## src/rtl/dcache_snoop_ctrl.sv

```systemverilog
// dcache_snoop_ctrl: per-CPU MSI coherence controller. Holds tag and MSI
// state per direct-mapped line, turns CPU misses/upgrades into bus requests
// and services snoop searches and invalidations from the arbiter.
module dcache_snoop_ctrl #(
  parameter int LINES       = 8,
  parameter int OFFSET_W    = 2,
  parameter int FILL_CYCLES = 2
) (
  input  logic        clk,
  input  logic        rst,
  input  logic        cpu_rd,
  input  logic        cpu_wr,
  input  logic [12:0] cpu_addr,
  output logic        cpu_hit,
  output logic        cpu_stall,
  output logic        read_miss,
  output logic        write_miss,
  output logic        invalidate,
  output logic [12:0] bico,
  input  logic        bus_ack,
  input  logic        search,
  input  logic [12:0] boci,
  input  logic        inv_from_other,
  output logic        search_found,
  output logic [1:0]  block_state,
  input  logic [1:0]  datasel,
  output logic [1:0]  fill_src
);

  localparam int INDEX_W = $clog2(LINES);
  localparam int TAG_W   = 13 - OFFSET_W - INDEX_W;

  localparam logic [1:0] ST_I = 2'b00;
  localparam logic [1:0] ST_S = 2'b01;
  localparam logic [1:0] ST_M = 2'b10;

  typedef enum logic [2:0] {IDLE, REQ_RD, REQ_WR, REQ_INV, FILL} fsm_t;

  fsm_t               r_fsm, w_fsm_next;
  logic [1:0]         r_st  [LINES];
  logic [TAG_W-1:0]   r_tag [LINES];
  logic [12:0]        r_bico;
  logic [2:0]         r_cnt;
  logic               r_fill_wr;
  logic               r_read_miss, r_write_miss, r_invalidate;
  logic               r_search_found;
  logic [1:0]         r_fill_src;

  // CPU-side lookup
  logic [INDEX_W-1:0] w_c_idx;
  logic [TAG_W-1:0]   w_c_tag;
  logic [1:0]         w_c_st;
  logic               w_c_hit;
  // Snoop-side lookup
  logic [INDEX_W-1:0] w_s_idx;
  logic [TAG_W-1:0]   w_s_tag;
  logic [1:0]         w_s_st;
  logic               w_s_hit;
  // Outstanding-request line
  logic [INDEX_W-1:0] w_b_idx;
  logic [TAG_W-1:0]   w_b_tag;

  logic               w_cpu_hit, w_latch_bico, w_install, w_upgrade, w_load_cnt;
  logic               w_inv_race;
  logic               w_unused;

  assign w_c_idx  = cpu_addr[OFFSET_W +: INDEX_W];
  assign w_c_tag  = cpu_addr[12 -: TAG_W];
  assign w_c_st   = r_st[w_c_idx];
  assign w_c_hit  = (r_tag[w_c_idx] == w_c_tag) && (w_c_st != ST_I);

  assign w_s_idx  = boci[OFFSET_W +: INDEX_W];
  assign w_s_tag  = boci[12 -: TAG_W];
  assign w_s_st   = r_st[w_s_idx];
  assign w_s_hit  = (r_tag[w_s_idx] == w_s_tag) && (w_s_st != ST_I);

  assign w_b_idx  = r_bico[OFFSET_W +: INDEX_W];
  assign w_b_tag  = r_bico[12 -: TAG_W];

  // The other CPU invalidated the very line we are trying to upgrade.
  assign w_inv_race = inv_from_other && w_s_hit &&
                      (boci[12:OFFSET_W] == r_bico[12:OFFSET_W]);

  // Offset bits select a word within the block; the block itself ignores them.
  assign w_unused = ^{cpu_addr[OFFSET_W-1:0], boci[OFFSET_W-1:0]};

  // Next-state and per-cycle control decode
  // NOTE: every signal driven here gets a default first, so no path can leave one unassigned and infer a latch.
  always_comb begin
    w_fsm_next   = r_fsm;
    w_cpu_hit    = 1'b0;
    w_install    = 1'b0;
    w_upgrade    = 1'b0;
    w_load_cnt   = 1'b0;
    unique case (r_fsm)
      IDLE: begin
        if (cpu_rd) begin
          if (w_c_hit) w_cpu_hit  = 1'b1;
          else         w_fsm_next = REQ_RD;
        end else if (cpu_wr) begin
          if (w_c_hit && (w_c_st == ST_M)) w_cpu_hit  = 1'b1;
          else if (w_c_hit)                w_fsm_next = REQ_INV;
          else                             w_fsm_next = REQ_WR;
        end
      end
      REQ_RD, REQ_WR: begin
        if (bus_ack) begin
          w_load_cnt = 1'b1;
          w_fsm_next = FILL;
        end
      end
      REQ_INV: begin
        // Losing the line to the other CPU outranks an ack for the upgrade.
        if (w_inv_race) begin
          w_fsm_next = REQ_WR;
        end else if (bus_ack) begin
          w_upgrade  = 1'b1;
          w_fsm_next = IDLE;
        end
      end
      FILL: begin
        if (r_cnt == 3'd1) begin
          w_install  = 1'b1;
          w_fsm_next = IDLE;
        end
      end
      default: w_fsm_next = IDLE;
    endcase
    w_latch_bico = (r_fsm == IDLE) && (w_fsm_next != IDLE);
  end

  assign cpu_hit   = w_cpu_hit;
  assign cpu_stall = (r_fsm != IDLE) || ((cpu_rd || cpu_wr) && !w_cpu_hit);

  // FSM state, request outputs, fill counter and captured addresses
  // NOTE: sequential state uses non-blocking assignments so every flop samples pre-edge values.
  always_ff @(posedge clk or posedge rst) begin
    if (rst) begin
      r_fsm        <= IDLE;
      r_bico       <= '0;
      r_cnt        <= '0;
      r_fill_wr    <= 1'b0;
      r_read_miss  <= 1'b0;
      r_write_miss <= 1'b0;
      r_invalidate <= 1'b0;
      r_fill_src   <= 2'b00;
    end else begin
      r_fsm        <= w_fsm_next;
      r_read_miss  <= (w_fsm_next == REQ_RD);
      r_write_miss <= (w_fsm_next == REQ_WR);
      r_invalidate <= (w_fsm_next == REQ_INV);
      if (w_latch_bico) r_bico <= cpu_addr;
      if (w_load_cnt) begin
        r_cnt     <= 3'(FILL_CYCLES);
        r_fill_wr <= (r_fsm == REQ_WR);
      end else if (r_fsm == FILL) begin
        r_cnt <= r_cnt - 3'd1;
      end
      if (w_install) r_fill_src <= datasel;
    end
  end

  // Registered snoop search result
  always_ff @(posedge clk or posedge rst) begin
    if (rst) r_search_found <= 1'b0;
    else     r_search_found <= search && w_s_hit;
  end

  // Line tag/state array; later statements take priority (install > upgrade > invalidate > demote)
  // NOTE: the array is small and held in flops, so it is reset explicitly to make every line I after rst.
  always_ff @(posedge clk or posedge rst) begin
    if (rst) begin
      for (int i = 0; i < LINES; i++) begin
        r_st[i]  <= ST_I;
        r_tag[i] <= '0;
      end
    end else begin
      if (search && w_s_hit && (w_s_st == ST_M)) r_st[w_s_idx] <= ST_S;
      if (inv_from_other && w_s_hit)             r_st[w_s_idx] <= ST_I;
      if (w_upgrade)                             r_st[w_b_idx] <= ST_M;
      if (w_install) begin
        r_st[w_b_idx]  <= r_fill_wr ? ST_M : ST_S;
        r_tag[w_b_idx] <= w_b_tag;
      end
    end
  end

  assign read_miss    = r_read_miss;
  assign write_miss   = r_write_miss;
  assign invalidate   = r_invalidate;
  assign bico         = r_bico;
  assign search_found = r_search_found;
  assign block_state  = w_s_hit ? w_s_st : ST_I;
  assign fill_src     = r_fill_src;

endmodule
```

## config.mk

```make
export PLATFORM = sky130hd
export DESIGN_NAME = dcache_snoop_ctrl
export DESIGN_NICKNAME = d
export VERILOG_FILES = /design/src/rtl/dcache_snoop_ctrl.sv
export SDC_FILE = /design/constraint.sdc
export NUM_CORES = 1
export LEC_CHECK = 0
export ABC_AREA = 1
export BUFFER_PORTS_ARGS = -buffer_cell sky130_fd_sc_hd__buf_2
export CORE_MARGIN = 4
export CORE_UTILIZATION = 45
export DETAILED_ROUTE_END_ITERATION = 10
export GPL_TIMING_DRIVEN = 0
export PLACE_DENSITY_LB_ADDON = 0.05
export SLEW_MARGIN = 20
export SYNTH_ARGS = -nofsm -noshare
export SYNTH_HDL_FRONTEND = slang
export SYNTH_SLANG_ARGS = --single-unit
```

## constraint.sdc

```tcl
create_clock -name clk -period 3.7 [get_ports clk]
set_clock_uncertainty 0.15 [all_clocks]
set_input_delay 0.37 -clock clk [delete_from_list [all_inputs] [get_ports clk]]
set_output_delay 0.37 -clock clk [all_outputs]
set_load 0.02 [all_outputs]
```

---- Word level (Yosys, flattened, before mapping) ----
Index checks and enable logic that the tools add are counted.
word-level totals
  bits in registers ....................... 106
  logic and storage cells ................. 125
  bits of input ports ..................... 35
operators by class
  eq/ne operators ......................... 13
  bitwise operators ....................... 11
  multiplexer cells ....................... 49
  $lt $le $gt $ge ......................... 5
  add/sub/neg operators ................... 1
  reductions and logical operators ........ 21
operators by type and width
  operator              count
  $bwmux W64            1
  $mux W16              4
  $bmux W8 S3           2
  $mux W8               5
  $mux W3               10
  $demux W8 S3          1
  $and A16 B16 Y16      1
  $and A8 B8 Y8         2
  $bwmux W16            1
  $eq A8 B8 Y1          2
  $mux W2               8
  $not A16 Y16          1
  $not A8 Y8            2
  $or A8 B8 Y8          2
  $bmux W2 S3           2
  $demux W2 S3          2
  $eq A3 B2 Y1 const B  4
  $ge A4 B4 Y1 const B  3
  $mux W1               12
  $not A3 Y4            3
  $pmux W3 S4           1
  $eq A11 B11 Y1        1
  $logic_and A1 B1 Y1   11
  $eq A3 B1 Y1 const B  3
  other kinds (10)      16

---- Logic depth before layout (Yosys ltp) ----
Gate-level depths: netlist of the first run.
  word-level depth ........................ 15
  depth in mapped cells ................... 22

---- Worst setup path before layout of the first run ----
OpenSTA, ideal clock, no wires.
  path type ............................... input -> output
  from .................................... in cpu_addr[3]
  to ...................................... out cpu_stall
  path slack .............................. 1.211 ns
  cell stages on the path ................. 13
  data required time ...................... 3.180 ns
  buffers on the path ..................... 2
  arrival time ............................ 1.969 ns
  cell sequence ........................... clkbuf_2 > inv_2 > buf_2 > nand3_1 > nand3_1 > nand3b_1 > nand2_1 > nor2_1 > nand2_1 > nor2_2 > o2111ai_1 > inv_1 > o21ai_0
on the way
  longest elaborated chain between the ends .. 14
  elaborated cells between the ends (all ways) .. 20
ends and longest elaborated chain
  element                                                                 line    text
  start: declaration                                                      13      input logic [12:0] cpu_addr,
  $not A3 Y4 (implied by the code) (*)                                    69, 70
  $bmux W8 S3 or $bmux W2 S3 (tied branches)                              70, 69
  $mux W8 (implied by the code) or $mux W2 (tied branches) (2 in series)  70, 69
  $eq A8 B8 Y1 or $reduce_bool A2 Y1 (tied branches)                      70      assign w_c_hit = (r_tag[w_c_idx] == w_c_tag) && (w_c_st != ST_I);
  $logic_and A1 B1 Y1                                                     70
  $logic_and A1 B1 Y1                                                     101     if (w_c_hit && (w_c_st == ST_M)) w_cpu_hit = 1'b1;
  $mux W1                                                                 101
  $mux W1                                                                 100     end else if (cpu_wr) begin
  $mux W1 (*)                                                             97      if (cpu_rd) begin
  $mux W1 (*)                                                             95      unique case (r_fsm)
  net cpu_hit                                                             14      output logic cpu_hit,
  $logic_not A1 Y1 (*)                                                    133     assign cpu_stall = (r_fsm != IDLE) || ((cpu_rd || cpu_wr) && !w_cpu_hit);
  $logic_and A1 B1 Y1 (*)                                                 133
  $logic_or A1 B1 Y1 (*)                                                  133
  end: declaration                                                        15      output logic cpu_stall,
Mark *: on every way through the listed nets, which the timed path passes. The rest lies on a longest branch. The select of a mux whose other input is x is not followed.

---- Worst setup path after layout of the first run ----
  from .................................... reg r_fsm[0]
  to ...................................... reg r_tag[39] in the netlist's numbering
on the way
  longest elaborated chain between the ends .. 2
ends and longest elaborated chain
  element                         line  text
  start: declaration              39    fsm_t r_fsm, w_fsm_next;
  start signal: assignment        148   r_fsm <= w_fsm_next;
  $eq A3 B3 Y1                    95
  $mux W1                         95
  end signal: indexed assignment  183   r_tag[w_b_idx] <= w_b_tag;
  end: declaration                41    logic [TAG_W-1:0] r_tag [LINES];
No other way between the ends.
A chain may end at the register's enable or synchronous reset.

==> results.cfg, run 1 <==
[outcome]
status = finished, final reports clean

[worst_hold_path]
hold_path_depth = 3
worstHoldPathType = input pin to flip-flop
hold_wc_startpoint = datasel[1]
whs_endpoint = fill_src[1]

[cells_and_area]
post_route_cells_drive_above_1_share_pct = 10.4
final_design_area_no_fill_sq_um = 7690
finalNetCount = 1150
diodes = 0
areaGrowthSynthToFinish_pct = 12.2

[grt]
globalRouteTotalUtil_pct = 26.9
grt_pass1_vias = 6353
grt_first_pass_wirelength_um = 36300
overflow_left_after_global_routing = 0
grt_start_max_net_pins = 78
grt_antenna_before_repair = 0

[clock_network]
cts.root.buffer_cell = sky130_fd_sc_hd__clkbuf_16
cts_resized = 0
postCtsSetupBuffers = 0
cts_htree_levels = 3
cts_max_path_buffers = 2
tritoncts = yes
clock_insertion_delay_worst_skew_ns = 0.36
cts_num_sinks = 106
numCtsBuffers = 9
worst_setup_hold_path_clk_slew_ns = 0.07

[timing]
report.final.setup_viol = 0
setup_tns_ns = 0
period_minus_slack_ns = 3.42
final_hold_viol_count = 0
rsz0062_at_grt = no
worst_slew_margin_rel_pct = 45.8
worst-slew-pin-transition_ns = 0.809
layout_worst_path_cycle_share_pct = 92.4
timing.final.max_slew_violations = 0
highest_clock_rate_mhz = 293

[logic_synthesis]
syn-num-nets = 1086
post_synthesis_instance_total = 1049
postSynthRegisterBits = 106
post_synth_instance_area_sq_um = 6850
synth_cell_types = 36
yosys_warnings = 0
seq_area_frac_synth_pct = 38.7
post_synthesis_area_per_instance_sq_um = 6.53

[place]
post_place_instance_area_sq_um = 7370
numPortBuffers = 51
place_congestion = 0.972
detailedPlacementHpwl_um = 17100

[detailed_routing]
route.final.wire_length_um = 23100
remaining_drc_errors = 0
via_count = 6939
drt-pass1-iter-count = 6
final_antenna_net_count = 0
average_routed_wire_per_standard_cell_um = 17.8
initial_detailed_routing_violation_count = 791
avgViaCountPerCell = 5.33

[pwr]
total_leakage_power_uw = 0.00411
highest_ir_drop_seen_on_vdd_mv = 0.322
power_density_nw_per_um2 = 617

[die]
core_region_area_sq_um = 14700
initial_core_util_pct = 46.6
placement_rows = 44
floorplan.io_pins = 58
die_y_um = 131
die-area_sq_um = 17300
floorplan.die.width_um = 131

[worst_setup_path]
cp.buffers_inverters = 4
endpoint_kind = flip-flop
timing.critical_path.max_delay_family = simple AND/OR/NAND/NOR gates
cp_data_arrival_time_ns = 3.48
timing.critical_path.slowest_cell_delay_ns = 0.69
timing.critical_path.from_type = flip-flop
critPathMaxFanout = 10
cpMaxStageDelayCell = sky130_fd_sc_hd__nor2_1
launch_point_of_the_worst_reg_to_reg_path = r_fsm[0]
r2r.worst_path.cells = 9
cp_cell_sequence = nor2_1, inv_1, nor2_1, inv_1, nor3_2, inv_1, nor2_1, clkbuf_1, o21ai_0
r2r_end = r_tag[39]
cp.required_ns = 3.76
worstSetupPathType = flip-flop to flip-flop
r2r_setup_slack_ns = 0.28

[run]
max_cap_viol_count = 0
per-stage QoR:
stage / total power, uW / hold WS [ns] / utilization (%) / instances / worst slack (ns)
after floorplan: 3080 / 0.309 / - / 1049 / 0.391
after global placement: 3690 / 0.305 / 49.9 / 1284 / -1.07
after detailed placement: 3700 / 0.213 / 50.1 / 1285 / 0.245
after CTS: 4740 / 0.0447 / 52.3 / 1302 / 0.200
after global routing: 5090 / 0.0614 / 52.3 / 1302 / 0.0614
final: 4740 / 0.0514 / 52.3 / 1302 / 0.281
cell usage in the layout (no fill, tap or decap), types with 2 or more instances in the layout:
cell                           n
sky130_fd_sc_hd__clkinvlp_4    2
sky130_fd_sc_hd__nand2_4       2
sky130_fd_sc_hd__o21ai_0      98
sky130_fd_sc_hd__nor2_2        6
sky130_fd_sc_hd__o211ai_1     19
sky130_fd_sc_hd__nand3_2       3
sky130_fd_sc_hd__xor2_1        3
sky130_fd_sc_hd__inv_2         5
sky130_fd_sc_hd__dfrtp_1     106
sky130_fd_sc_hd__clkbuf_1     21
sky130_fd_sc_hd__nand3_1      99
sky130_fd_sc_hd__clkbuf_16     9
sky130_fd_sc_hd__nor2_1       52
sky130_fd_sc_hd__nand4_1      16
sky130_fd_sc_hd__buf_6         4
sky130_fd_sc_hd__or2_1         2
sky130_fd_sc_hd__inv_1       132
sky130_fd_sc_hd__o21bai_1      3
sky130_fd_sc_hd__nand2_1     410
sky130_fd_sc_hd__a21oi_1      10
sky130_fd_sc_hd__nor3_1       13
sky130_fd_sc_hd__buf_4         5
sky130_fd_sc_hd__xnor2_1       5
sky130_fd_sc_hd__buf_2        66
sky130_fd_sc_hd__ha_1          2
sky130_fd_sc_hd__nand3b_1      4
sky130_fd_sc_hd__inv_6         4
sky130_fd_sc_hd__buf_1         2
Yosys cell counts (all sizes together):
cell,count,area (sq um)
a21oi,11,58.8
dfrtp,106,2650
nand2,412,1560
buf,26,165
clkbuf,22,83.8
nor3,15,91.3
o21bai,4,33.8
or2,3,18.8
nand3b,4,30.0
o2111ai,1,8.76
o211ai,19,143
inv,139,524
nand4,16,100
nand3,102,526
xnor2,5,43.8
nor4,1,6.26
nor2,59,253
o21ai,98,490
xor2,3,26.3
ha,2,25.0
a21boi,1,7.51
final cells by class:
type,count,area [sq um]
Buffer,48,249
Clock buffer,10,239
Clock inverter,6,71.3
Fill cell,1510,7010
Inverter,139,529
Multi-Input combinational cell,756,3420
Sequential cell,106,2650
Tap cell,184,230
Timing Repair Buffer,53,293
kinds of logic (layout without fill, tap and decap cells):
| family | count (synthesis) | in the layout | synth area share, % |
|---|---|---|---|
| AND/OR/NAND/NOR | 612 | 612 | 37.8 |
| buffers and inverters | 187 | 256 | 11.3 |
| AO/OA/AOI/OAI | 134 | 134 | 10.8 |
| flip-flops | 106 | 106 | 38.7 |
| XOR/XNOR | 8 | 8 | 1.02 |
| adder cells (fa/ha/maj) | 2 | 2 | 0.365 |
worst max-delay path by stage:
stage               cells after the start      from  slack (ns)          to
global route                            9  r_fsm[0]        0.06   r_tag[39]
detailed placement                      9  r_fsm[0]        0.25   r_tag[38]
floorplan                               1       rst        0.39     bico[0]
CTS                                     9  r_fsm[0]        0.20   r_tag[39]
finish                                  9  r_fsm[0]        0.28   r_tag[39]
global placement                        2       rst       -1.07  invalidate
worst min-delay path, cell delays in order:
cell,delay [ns]
sky130_fd_sc_hd__buf_2,0.07
sky130_fd_sc_hd__nand2_1,0.04
sky130_fd_sc_hd__nand2_1,0.05
power breakdown:
part | total [uW] | switching [uW] | internal [uW]
clock network | 1030 | 474 | 552
logic | 1990 | 1370 | 618
registers | 1730 | 226 | 1500
total | 4740 | 2070 | 2670
state kept, by name, summed over array words and instances (netlist names), 2 cells and up:
register and count:
r_st 16, r_cnt 3, fill_src 2, r_fsm 3, bico 13, r_tag 64
metal layers:
| layer | wire [um] | global-route usage, % | vias up |
|---|---|---|---|
| met1 | 10400 | 37.9 | 3195 |
| met2 | 10200 | 41.3 | 258 |
| li1 | - | - | 3436 |
| met4 | 885 | 12.0 | 0 |
| met5 | 0 | 0 | - |
| met3 | 1610 | 3.98 | 50 |
repair_timing:
action                                  CTS  global route
hold buffers                              1             0
hold endpoints to repair                 29             0
endpoints found under the setup margin    0             0
No activity file was read; power rests on OpenSTA's default activity.
==> run 2: changes to the inputs <==
- RECOVER_POWER: unset -> 100
==> run 2 against run 1 <==
  * First-iteration DRC count decreased by 0.63%
  * Total power fell by 0.77%
  * Worst hold slack got worse by 0.0045 ns
  * Sequential power is essentially flat
  * Clock power barely moved
  * Critical path type is now input pin to flip-flop
  * Largest cell class unchanged
  * Highest routed layer unchanged
==> results.cfg, run 2 (same netlist as run 1, synthesis figures left out) <==
[worst_setup_path]
timing.critical_path.from_type = input pin
timing.critical_path.max_delay_family = simple AND/OR/NAND/NOR gates
cp_cell_sequence = buf_4, inv_1, nor2_1, nand3_1, nand2_1, nor2_1, nand2_1, nand2_1, nor2_1, nand2_1, nor2_1, nand2_1, nor3_2, nand2_1, nand2_1, nand2_1, nand2_1, o211ai_1
critPathMaxFanout = 10
cp_num_cells = 18
r2r.worst_path.cells = 9
r2r_setup_slack_ns = 0.31
crit_path_start = boci[4]
cp.required_ns = 3.79
top_cell_by_count_worst_path = sky130_fd_sc_hd__nand2_1
launch_point_of_the_worst_reg_to_reg_path = r_fsm[0]
end_point_of_the_critical_path = r_st[5]
cp_data_arrival_time_ns = 3.59
cpMaxStageDelayCell = sky130_fd_sc_hd__nor2_1
r2r_end = r_tag[39]
endpoint_kind = flip-flop
cp.buffers_inverters = 2
worstSetupPathType = input pin to flip-flop
timing.critical_path.slowest_cell_delay_ns = 0.63

[cells_and_area]
final_design_area_no_fill_sq_um = 7600
largest-register = r_tag
finish.cell_count_without_fillers = 1302
final_cell_mix = 411 x sky130_fd_sc_hd__nand2_1, 133 x sky130_fd_sc_hd__inv_1, 106 x sky130_fd_sc_hd__dfrtp_1, 102 x sky130_fd_sc_hd__nand3_1, 98 x sky130_fd_sc_hd__o21ai_0
diodes = 0
flip_flop_count_of_the_largest_register_all_copies_and_words_added = 64
post_route_cells_drive_above_1_share_pct = 7.69
finalNetCount = 1150
utilization_after_layout_pct = 51.7
final.fill_count = 1529
areaGrowthSynthToFinish_pct = 11.0
most_common_cell_after_layout_fill_and_taps_aside = sky130_fd_sc_hd__nand2_1

[detailed_routing]
top_layer = met4
route.final.wire_length_um = 23300
average_routed_wire_per_standard_cell_um = 17.9
avgViaCountPerCell = 5.33
remaining_drc_errors = 0
final_antenna_net_count = 0
route.met2.wl_um = 10300
drt-pass1-iter-count = 5
initial_detailed_routing_violation_count = 786
met3_length_um = 1660
via_count = 6935
met1Wirelength_um = 10400

[grt]
globalRouteTotalUtil_pct = 26.9
grt_pass1_vias = 6353
grt_antenna_before_repair = 0
overflow_left_after_global_routing = 0
grt_start_max_net_pins = 78
grt_first_pass_wirelength_um = 36300

[pwr]
power.net_switching_uw = 2070
clock_power_share_pct = 21.9
finalPower_uw = 4710
pwr-share-seq_pct = 36.8
p_sw_share_pct = 43.9
highest_ir_drop_seen_on_vdd_mv = 0.320
total_leakage_power_uw = 0.00399
power_density_nw_per_um2 = 619
part_of_the_power_in_combinational_logic_pct = 41.3
cellInternalPower_uw = 2640

[die]
floorplan.die.width_um = 131
placement_rows = 44
floorplan.io_pins = 58
die-area_sq_um = 17300
die_y_um = 131
initial_core_util_pct = 46.6
core_region_area_sq_um = 14700

[timing]
worst_slew_margin_rel_pct = 11.2
layout_worst_path_cycle_share_pct = 94.6
highest_clock_rate_mhz = 286
worst-slew-pin-transition_ns = 1.32
period_minus_slack_ns = 3.50
final.hold.worst_slack_ns = 0.0469
timing.final.max_slew_violations = 0
report.final.setup_viol = 0
rsz0062_at_grt = no
final_hold_viol_count = 0

[clock_network]
cts_max_path_buffers = 2
postCtsSetupBuffers = 0
tritoncts = yes
cts_htree_levels = 3
cts.root.buffer_cell = sky130_fd_sc_hd__clkbuf_16
numCtsBuffers = 9
clock_insertion_delay_worst_skew_ns = 0.37
cts_num_sinks = 106
worst_setup_hold_path_clk_slew_ns = 0.07

[outcome]
status = finished, final reports clean

[place]
detailedPlacementHpwl_um = 17100
place_congestion = 0.972
numPortBuffers = 51
dp.cells = 1285
post_place_instance_area_sq_um = 7370

[run]
max_cap_viol_count = 0

[worst_hold_path]
worstHoldPathType = input pin to flip-flop
## run 2: worst min path at each step
stage                    start          end  cells past startpoint
floorplan             r_cnt[1]     r_cnt[1]                      2
global placement       bico[0]      bico[0]                      2
detailed placement         rst    r_tag[26]                      2
CTS                 datasel[1]  fill_src[1]                      3
global route        datasel[1]  fill_src[1]                      3
finish              datasel[1]  fill_src[1]                      3
## run 2: stage by stage
step	setup TNS, ns	setup slack, ns
detailed placement	0	0.245
floorplan	0	0.391
global route	0	0.0318
CTS	0	0.200
global placement	-112.28	-1.07
finish	0	0.199
## run 2: final cells by class
cell class / count / area (sq um) / area share [%]
Clock buffer: 10 / 239 / 3.14
Multi-Input combinational cell: 756 / 3390 / 44.6
Buffer: 48 / 249 / 3.28
Clock inverter: 6 / 71.3 / 0.938
Tap cell: 184 / 230 / 3.03
Timing Repair Buffer: 53 / 244 / 3.21
Inverter: 139 / 526 / 6.91
Sequential cell: 106 / 2650 / 34.9
## run 2: what timing repair did
item                                   4_1_cts  5_1_grt
endpoints found under the hold margin       29        0
hold buffers                                 1        0
resized for setup                            0        0
## run 2: per-layer routing
metal | GRT usage (%) | up-vias
li1 | - | 3437
met1 | 37.9 | 3188
met5 | 0 | -
met2 | 41.3 | 254
met3 | 3.98 | 56
met4 | 12.0 | 0
## run 2: tightest hold or removal path, stage by stage
cell                      delay (ns)
sky130_fd_sc_hd__buf_2          0.07
sky130_fd_sc_hd__nand2_1        0.04
sky130_fd_sc_hd__nand2_1        0.05
## run 2: power groups by stage
stage               clock, uW  sequential, uW  combinational, uW
floorplan                   0            1780               1300
global placement            0            1740               1940
detailed placement          0            1740               1960
CTS                      1040            1720               1970
global route             1090            1770               2200
finish                   1030            1730               1950
